<file path="src/rtl/pixel_unpack_pkg.sv">
// Shared widths and types for the packed-word to pixel-stream unpacker.
// One 32-bit word carries four 8-bit pixels, lane 0 in the low byte.
package pixel_unpack_pkg;

   localparam int unsigned PIX_W   = 8;
   localparam int unsigned WORD_W  = 32;
   localparam int unsigned LANES   = 4;
   localparam int unsigned COORD_W = 16;

   typedef logic [PIX_W-1:0]         pix_t;
   typedef logic [WORD_W-1:0]        word_t;
   typedef logic [COORD_W-1:0]       coord_t;
   typedef logic [$clog2(LANES)-1:0] lane_t;

   localparam lane_t LANE_LAST = lane_t'(LANES - 1);

   function automatic pix_t lane_pix(input word_t w, input lane_t l);
      return w[PIX_W*int'(l) +: PIX_W];
   endfunction

endpackage

</file>
<file path="src/rtl/pixel_unpack.sv">
// Unpacks 32-bit words into an 8-bit pixel stream with frame coordinates,
// start-of-frame / end-of-line flags, a frame-done pulse and a sticky tlast check.
module pixel_unpack
   import pixel_unpack_pkg::*;
#(
   parameter int unsigned IMG_WIDTH  = 640,
   parameter int unsigned IMG_HEIGHT = 480
) (
   input  logic               clk,
   input  logic               rst,
   input  logic [WORD_W-1:0]  s_axis_tdata,
   input  logic               s_axis_tvalid,
   output logic               s_axis_tready,
   input  logic               s_axis_tlast,
   output logic [PIX_W-1:0]   m_axis_tdata,
   output logic               m_axis_tvalid,
   input  logic               m_axis_tready,
   output logic               m_axis_tuser,
   output logic               m_axis_tlast,
   output logic [COORD_W-1:0] pix_x,
   output logic [COORD_W-1:0] pix_y,
   output logic               frame_done,
   output logic               err_tlast
);

   // A frame must end exactly on a word boundary for the tlast check to make sense.
   if ((IMG_WIDTH * IMG_HEIGHT) % LANES != 0) begin : g_bad_geometry
      $error("pixel_unpack: IMG_WIDTH*IMG_HEIGHT must be a multiple of %0d", LANES);
   end

   localparam coord_t X_LAST = coord_t'(IMG_WIDTH - 1);
   localparam coord_t Y_LAST = coord_t'(IMG_HEIGHT - 1);

   word_t  word_q, word_d;
   logic   valid_q, valid_d;
   logic   wlast_q, wlast_d;
   lane_t  lane_q, lane_d;
   coord_t x_q, x_d;
   coord_t y_q, y_d;
   logic   done_q, done_d;
   logic   err_q, err_d;

   logic out_hs, in_hs, x_last, frame_last;

   assign out_hs     = valid_q && m_axis_tready;
   assign s_axis_tready = !valid_q || (lane_q == LANE_LAST && m_axis_tready);
   assign in_hs      = s_axis_tvalid && s_axis_tready;
   assign x_last     = (x_q == X_LAST);
   assign frame_last = x_last && (y_q == Y_LAST);

   always_comb begin
      word_d  = word_q;
      valid_d = valid_q;
      wlast_d = wlast_q;
      lane_d  = lane_q;
      x_d     = x_q;
      y_d     = y_q;
      err_d   = err_q;
      done_d  = out_hs && frame_last;

      if (out_hs) begin
         if (lane_q == LANE_LAST) begin
            valid_d = 1'b0;
            if (wlast_q != frame_last) err_d = 1'b1;
         end else begin
            lane_d = lane_t'(lane_q + 1'b1);
         end

         if (x_last) begin
            x_d = '0;
            y_d = (y_q == Y_LAST) ? '0 : coord_t'(y_q + 1'b1);
         end else begin
            x_d = coord_t'(x_q + 1'b1);
         end
      end

      // A word accepted during lane 3's output handshake overrides the clear above.
      if (in_hs) begin
         word_d  = s_axis_tdata;
         wlast_d = s_axis_tlast;
         valid_d = 1'b1;
         lane_d  = '0;
      end
   end

   always_ff @(posedge clk or posedge rst) begin
      if (rst) begin
         word_q  <= '0;
         valid_q <= 1'b0;
         wlast_q <= 1'b0;
         lane_q  <= '0;
         x_q     <= '0;
         y_q     <= '0;
         done_q  <= 1'b0;
         err_q   <= 1'b0;
      end else begin
         word_q  <= word_d;
         valid_q <= valid_d;
         wlast_q <= wlast_d;
         lane_q  <= lane_d;
         x_q     <= x_d;
         y_q     <= y_d;
         done_q  <= done_d;
         err_q   <= err_d;
      end
   end

   assign m_axis_tvalid = valid_q;
   assign m_axis_tdata  = lane_pix(word_q, lane_q);
   assign m_axis_tuser  = (x_q == '0) && (y_q == '0);
   assign m_axis_tlast  = x_last;
   assign pix_x         = x_q;
   assign pix_y         = y_q;
   assign frame_done    = done_q;
   assign err_tlast     = err_q;

endmodule

</file>
<file path="config.mk">
export PLATFORM = sky130hd
export DESIGN_NAME = pixel_unpack
export DESIGN_NICKNAME = d
export VERILOG_FILES = /design/src/rtl/pixel_unpack_pkg.sv /design/src/rtl/pixel_unpack.sv
export SDC_FILE = /design/constraint.sdc
export NUM_CORES = 1
export LEC_CHECK = 0
export BUFFER_PORTS_ARGS = -buffer_cell sky130_fd_sc_hd__buf_2
export CORE_ASPECT_RATIO = 1.75
export CORE_UTILIZATION = 50
export CTS_BUF_LIST = sky130_fd_sc_hd__clkbuf_8
export DETAILED_ROUTE_END_ITERATION = 7
export GPL_ROUTABILITY_DRIVEN = 0
export MAX_ROUTING_LAYER = met4
export PLACE_DENSITY = 0.8
export SLEW_MARGIN = 20
export SYNTH_ARGS = -nofsm -noshare
export SYNTH_HDL_FRONTEND = slang
export SYNTH_SLANG_ARGS = --single-unit
</file>
<file path="constraint.sdc">
create_clock -name clk -period 2.85 [get_ports clk]
set_input_delay 0.1425 -clock clk [delete_from_list [all_inputs] [get_ports clk]]
set_output_delay 0.1425 -clock clk [all_outputs]
set_load 0.02 [all_outputs]
</file>
==> results list, run 1 <==
* Status: completed
- Number of top-level design ports: 83
- Synth Flop Type: sky130_fd_sc_hd__dfrtp_1
- Setup violations remaining at the end of the flow were counted as 0.
* Net count after synthesis: 335
* Slew Viols, Final: 0
- Vias in the first global route: 2744
* Hold Vio Cnt, Final: 0
- The number of antenna violations at the first check in global routing came to 0.
- Entering global routing, the biggest net connects 34 pins.
- Max-cap violations in this run came to 0.
- Measured against its own limit, the worst slew margin works out to 0.505.
* Post-Synthesis Cell Area: 3380 um^2
* Type of the worst setup path: flip-flop to primary output
- In this run, synthesis inferred 0 flip-flops with an integrated enable.
- TritonCTS clock tree: built
- Of all flip-flops after synthesis, the portion carrying an async set or reset was 1.00.
- Worst-case setup margin in the final layout: 513 ps
- For the final routed database, the setup TNS stands at 0 ps.
* Wire length of the first global-routing pass: 12800 um
* Clock-pin transition on the worst setup and hold timing paths: 70 ps
- In this run the deepest clock path goes through 2 buffers.
- TritonCTS buffer count: 9
- Resized cells post-CTS: 0
- Final core utilization: 0.650
- Net count, final: 431
* Final std cells w/o fill: 476
- The first TritonRoute pass finished after 4 iterations.
- The root buffer cell chosen for the clock tree is sky130_fd_sc_hd__clkbuf_8.
- GR Util All Layers: 0.248
- Share of the clock period used by the worst path after layout: 0.820
* Maximum operating frequency: 428 MHz
* Launching element type of the critical path: flip-flop
* Width of the chip: 64.2 um
- VDD sags by at most 718 uV.
- In this run the worst path has a maximum fanout of 5.
- Commonest non-fill, non-tap cells in the layout: sky130_fd_sc_hd__buf_2 (82), sky130_fd_sc_hd__dfrtp_1 (70), sky130_fd_sc_hd__mux2_2 (33), sky130_fd_sc_hd__nand2_1 (20)
* Remaining routing DRC violations: 0
- In this run the vertical extent of the chip is 111 um.
- Die outline area: 7110 um^2
* N_diodes: 0
- Path type of the worst min-delay path: primary input to flip-flop
- Final Power: 3.75 mW
* Placement Setup Slack: 569 ps
* Arrival time of the worst setup path: 2190 ps
* Unique masters post-synth: 34
- In the final routed layout, each cell accounts on average for 16.4 um.
- Registers take 1750 um^2.
- After synthesis the netlist holds a flip-flop and latch count of 70.
- Detailed routing inserted a total of 2692 vias.
- Ratio of cells with drive above 1 in the final layout: 0.383
- Relative to the synthesized area, the layout overhead comes to 25.6%.
- The library cell used most frequently in the layout, excluding fill and tap cells, is sky130_fd_sc_hd__buf_2.
- Wire length after detailed routing: 7780 um
- Core area: 6540 um^2
- Required time at the worst-slack endpoint: 2710 ps
* Cells after DPL: 452
- Setup repair after global routing left no endpoint under its margin.
* PwrDens: 882 nW/um^2
- Leak Pwr: 2.02 nW
- Setup clock skew after layout: 15.1 ps
- Syn avg cell area: 11.5 um^2
- Summing all multi-input logic gate instances after layout gives 1520 um^2.
* Post-route ant nets: 0
* Total congestion overflow after global routing: 0
- In this run, the number of DRC markers left after iteration 0 of detailed routing was 184.
- The worst setup path is captured at a primary output.
* TritonCTS sink count: 70
- Input and output buffers added on the ports amount to 82.
- For this run, the register share of the synthesized area comes to 0.518.
- Final critical-path required period: 2340 ps
* Slew at the pin closest to its max-slew limit: 736 ps
* Effective utilization at floorplan: 0.517
- After legalization and detailed placement, the total HPWL measured 5630 um.
* Post-Syn Instances: 293
* Syn. warnings: 0
- Counting the fill cells in the layout gives 521.
* Via density per instance: 5.66
- In this run the post-CTS setup repair buffer count came out at 0.
* Number of hold buffers added after cts: 8
- At the later pin of the worst-skew pair, clock insertion delay measures 360 ps.
- The clock tree synthesis step divided the H-tree into 3 levels.
* Row Count: 39
-- sequential cells by signal, indices dropped and copies added, names as in the netlist --
signal,cells
err_tlast,1
frame_done,1
lane_q,2
m_axis_tvalid,1
pix_x,16
pix_y,16
wlast_q,1
word_q,32
-- stage by stage --
step / instance area (um^2) / hold WS [ps]
5_1_grt: 4250 / 2.85
3_5_place_dp: 3920 / 284
3_3_place_gp: 3920 / 283
6_report: 4250 / 18.8
4_1_cts: 4250 / 0.0880
2_1_floorplan: 3380 / 251
-- area by class of cell --
class | instances | area share
clock buffer | 11 | 0.0356
sequential | 70 | 0.412
tap | 82 | 0.0242
timing repair buffer | 98 | 0.133
inverter | 17 | 0.0150
clock inverter | 5 | 0.0230
multi-input combinational | 193 | 0.357
-- worst max-delay path, cell delays in order (launching register included) --
cell	delay, ps
sky130_fd_sc_hd__dfrtp_1	440
sky130_fd_sc_hd__or4_4	570
sky130_fd_sc_hd__or4_4	530
sky130_fd_sc_hd__inv_1	130
sky130_fd_sc_hd__buf_2	180
-- cells in the mapped netlist (3+ instances only) --
library cell               number  area (um^2)
sky130_fd_sc_hd__or4_1          4         30.0
sky130_fd_sc_hd__buf_1          3         11.3
sky130_fd_sc_hd__inv_1         17         63.8
sky130_fd_sc_hd__nand4_1       13         81.3
sky130_fd_sc_hd__mux2_2        33          372
sky130_fd_sc_hd__xnor2_1       15          131
sky130_fd_sc_hd__nor2_1        10         37.5
sky130_fd_sc_hd__o21ai_0        8         40.0
sky130_fd_sc_hd__xor2_1         6         52.6
sky130_fd_sc_hd__clkbuf_1      10         37.5
sky130_fd_sc_hd__ha_1           5         62.6
sky130_fd_sc_hd__or4_4          3         33.8
sky130_fd_sc_hd__dfrtp_1       70         1750
sky130_fd_sc_hd__nand3_1       18         90.1
sky130_fd_sc_hd__and3_1         4         25.0
sky130_fd_sc_hd__nor3_1        10         50.1
sky130_fd_sc_hd__nor4_1        11         68.8
sky130_fd_sc_hd__o22ai_1        3         18.8
sky130_fd_sc_hd__a211oi_1       4         30.0
sky130_fd_sc_hd__nand2_1       20         75.1
sky130_fd_sc_hd__mux4_2         8          180
-- path summary, 6_finish.rpt --
kind                                             from                endpoint  slack (ps)  depth (start not counted)
worst max-delay path             pix_x[8]$_DFFE_PP0N_            m_axis_tlast         510                          4
worst min-delay path                 s_axis_tdata[13]  word_q[13]$_DFFE_PP0P_          20                          2
worst max register to register   pix_x[8]$_DFFE_PP0N_   pix_y[11]$_DFFE_PP0P_         560                          4
worst min register to register  word_q[0]$_DFFE_PP0P_   word_q[0]$_DFFE_PP0P_         500                          1
max in group asynchronous                         rst    pix_y[2]$_DFFE_PP0P_        1660                          4
min in group asynchronous                         rst   word_q[2]$_DFFE_PP0P_         430                          3
-- metal layers --
metal,GRT usage,vias up,part of all wire
li1,-,1254,-
met1,0.265,1314,0.38
met2,0.413,104,0.53
met3,0.0689,20,0.058
met4,0.126,0,0.032
met5,-,-,0
-- power breakdown --
part           leakage (nW)  total, mW  internal (mW)  switching (mW)
logic                  1.03       1.27          0.643           0.626
registers             0.856       1.49           1.29           0.196
clock network         0.132      0.987          0.623           0.364
total                  2.02       3.75           2.56            1.19
-- kinds of logic after synthesis --
family	after synthesis	synth area share
and+or+nand+nor	101	0.161
buffers and inverters	30	0.0333
muxes	42	0.166
xor gates and xnor gates	22	0.0592
DFF	70	0.518
adders and majority gates	5	0.0185
AOI/OAI and AO/OA	23	0.0440
(Power assumes the default switching activity.)
==> run 2, diff against run 1 <==
--- a/config.mk
+++ b/config.mk
@@ -12,7 +12,7 @@
 export DETAILED_ROUTE_END_ITERATION = 7
 export GPL_ROUTABILITY_DRIVEN = 0
 export MAX_ROUTING_LAYER = met4
-export PLACE_DENSITY = 0.8
+export PLACE_DENSITY = 0.82
 export SLEW_MARGIN = 20
 export SYNTH_ARGS = -nofsm -noshare
 export SYNTH_HDL_FRONTEND = slang
==> constraint.sdc (replaced) <==
create_clock -name clk -period 2.1 [get_ports clk]
set_input_delay 0.105 -clock clk [delete_from_list [all_inputs] [get_ports clk]]
set_output_delay 0.105 -clock clk [all_outputs]
set_load 0.02 [all_outputs]
==> results list, run 2 (synthesis gave the netlist of run 1 again) <==
* Ratio of cells with drive above 1 in the final layout: 0.427 (was 0.383)
- Met1 routing resource usage after global routing: 0.289 (was 0.265)
- Number of violations of the max-capacitance limit: 0 (unchanged)
- Fraction of power consumed by combinational cells: 0.396 (was 0.339)
* Required time at the worst-slack endpoint: 2000 ps (was 2710 ps)
- Worst-case vdd ir drop: 795 uV (was 718 uV)
- The number of antenna violations at the first check in global routing came to 0 (unchanged).
* Violated checks: negative setup slack
- Final design instance area without fill: 4610 um^2 (was 4250 um^2)
* Biggest cell delay along the critical path: 530 ps (was 570 ps)
- Setup clock skew after layout: 7.98 ps (was 15.1 ps)
* Hpwl dp: 6030 um (was 5630 um)
- Slew at the pin closest to its max-slew limit: 533 ps (was 736 ps)
* Kind of end point of the critical path: primary output (unchanged)
- The deepest level of the CTS H-tree came to 3 (unchanged).
- First-pass iteration count of the detailed router: 4 (unchanged)
* Most common cell after layout, fill and taps aside: sky130_fd_sc_hd__buf_2 (unchanged)
* Cell breakdown of the critical path: or4_4, or4_4, buf_6, inv_4, buf_6 (was or4_4, or4_4, inv_1, buf_2)
- Register with the most flip-flops: word_q (unchanged)
- The cell area after placement was 4150 um^2 (was 3920 um^2).
- The depth of the worst register-to-register path was 4 (unchanged).
* Number of top-level design ports: 83 (unchanged)
- The initial detailed-routing violation count was 228 (was 184).
- Max stage delay cell, worst path: sky130_fd_sc_hd__or4_4 (unchanged)
* Skew-Pair Late Insertion Delay: 340 ps (was 360 ps)
- Placement Setup Slack: -18.7 ps (was 569 ps)
- The launching element type of the critical path is a flip-flop (unchanged).
- The cell area power density came to 1040 nW/um^2 (was 882 nW/um^2).
- The switching component of the power was 1.66 mW (was 1.19 mW).
* Via density per instance: 5.51 (was 5.66)
* DR WL/cell: 16.7 um (was 16.4 um)
- The count of cells along the worst hold path is 2 (unchanged).
* Maximum operating frequency: 456 MHz
- Worst-case setup margin in the final layout: -94.0 ps (was 513 ps)
* Net count, final: 481 (was 431)
* Root buffer cell: sky130_fd_sc_hd__clkbuf_8 (unchanged)
- The chip width is 64.2 um (unchanged).
- Final critical-path required period: 2190 ps
- Setup repair after global routing missed its margin: yes (was no).
* Core area: 6540 um^2 (unchanged)
- Commonest non-fill, non-tap cells in the layout: sky130_fd_sc_hd__buf_2 (81), sky130_fd_sc_hd__dfrtp_1 (65), sky130_fd_sc_hd__buf_4 (38), sky130_fd_sc_hd__mux2_2 (33), sky130_fd_sc_hd__dlygate4sd3_1 (26) (was sky130_fd_sc_hd__buf_2 (82), sky130_fd_sc_hd__dfrtp_1 (70), sky130_fd_sc_hd__mux2_2 (33), sky130_fd_sc_hd__nand2_1 (20))
- Global routing's busiest layer: met2 (unchanged)
- Remaining routing DRC violations: 0 (unchanged)
- The maximum fanout along the worst path came to 2 (was 5).
- Slew Viols, Final: 0 (unchanged)
- The met2 track demand over resource was 0.503 (was 0.413).
- The sequential power share is 0.418 (was 0.398).
- The switching share of power came to 0.345 (was 0.317).
- TritonCTS sink count: 70 (unchanged)
* Type of the worst setup path: flip-flop to primary output (unchanged)
* Post-route ant nets: 0 (unchanged)
- Clock-pin transition on the worst setup and hold timing paths: 70 ps (about the same)
* Headroom to the max-slew limit: 0.644 (was 0.505)
* GR Util All Layers: 0.280 (was 0.248)
* Row Count: 39 (unchanged)
- The sum of overflow across all layers after global routing came to 0 (unchanged).
- Met3 capacity usage during global routing: 0.0628 (was 0.0689)
- Total via count in the routed design: 2893 (was 2692)
* Internal power component: 3.15 mW (was 2.56 mW)
* Number of failing setup endpoints in the final timing report: 3 (was 0)
- Leak Pwr: 2.20 nW (was 2.02 nW)
- The number of buffer cells added on primary ports is 82 (unchanged).
* TritonCTS clock tree: built (unchanged)
- The via count of the first global-routing pass is 3076 (was 2744).
- The antenna diode instance count came to 0 (unchanged).
* Wire length of the first global-routing pass: 14500 um (was 12800 um)
- The class of the tightest hold or removal check is primary input to flip-flop (unchanged).
- The flip-flop count of the largest register after layout was 32 (unchanged).
* Arrival time of the worst setup path: 2090 ps (was 2190 ps)
* Part of the power in the clock network: 0.186 (was 0.263)
* Height of the die: 111 um (unchanged)
* Effective utilization at floorplan: 0.517 (unchanged)
* Maximum number of pins on one net before global-route repair: 33 (was 34)
- The area growth from synthesis to layout is 36.2% (was 25.6%).
- Wire length after detailed routing: 8770 um (was 7780 um)
* Die outline area: 7110 um^2 (unchanged)
- Clock tree buffer depth: 2 (unchanged)
- Status: finished with violations (was completed).
- The number of hold-slack violations in the final timing report was 0 (unchanged).
- Share of the clock period used by the worst path after layout: 1.04
- The number of CTS-inserted buffers is 9 (unchanged).
[run 2: area by class of cell]
cell class / count / area, um^2
clock buffer: 10 / 138
timing repair buffer: 148 / 993
inverter: 17 / 66.3
multi-input combinational: 193 / 1530
sequential: 70 / 1760
fill: 495 / 1930
clock inverter: 5 / 21.3
tap: 82 / 103
[run 2: worst max-delay path, delay by kind of cell (launching register included)]
family,cells,cell delay [ps]
AND/OR/NAND/NOR,2,1040
buffers and inverters,3,300
flip-flops,1,410
[run 2: metal layers]
metal | vias up | wire [um]
met3 | 15 | 357
met5 | - | 0
met1 | 1420 | 3170
li1 | 1356 | -
met2 | 102 | 5080
met4 | 0 | 159
[run 2: metrics by stage]
stage	instances	hold slack, ps	setup TNS [ps]	util	power [mW]
floorplan	293	213	-103	-	3.25
global placement	482	172	-8.11	0.635	3.77
detailed placement	482	175	-18.7	0.635	3.88
CTS	522	2.19	-245	0.700	4.82
global route	525	6.55	-326	0.705	5.08
finish	525	9.40	-182	0.705	4.81
[run 2: worst paths after layout]
| path | startpoint | end | slack, ps |
|---|---|---|---|
| worst max-delay path | pix_x[10]$_DFFE_PP0N_ | m_axis_tlast | -90 |
| max in group asynchronous | rst | word_q[6]$_DFFE_PP0P_ | 1000 |
| min in group asynchronous | rst | pix_x[10]$_DFFE_PP0N_ | 380 |
| worst min-delay path | s_axis_tdata[16] | word_q[16]$_DFFE_PP0P_ | 9 |
| worst min register to register | pix_y[15]$_DFFE_PP0P_ | pix_y[15]$_DFFE_PP0P_ | 500 |
| worst max register to register | pix_x[10]$_DFFE_PP0N_ | pix_y[11]$_DFFE_PP0P_ | -50 |
[run 2: power groups by stage]
| stage | logic [mW] | registers (mW) | clock network (mW) |
|---|---|---|---|
| detailed placement | 1.85 | 2.02 | 0 |
| global route | 2.04 | 2.07 | 0.969 |
| CTS | 1.90 | 2.01 | 0.913 |
| global placement | 1.79 | 1.99 | 0 |
| finish | 1.90 | 2.01 | 0.896 |
| floorplan | 1.20 | 2.04 | 0 |
[run 2: what timing repair did]
item,4_1_cts,5_1_grt
endpoints found under the setup margin,2,3
hold endpoints to repair,46,3
pin swaps,3,3
resized for setup,7,0
hold buffers,23,3
setup buffers,2,0
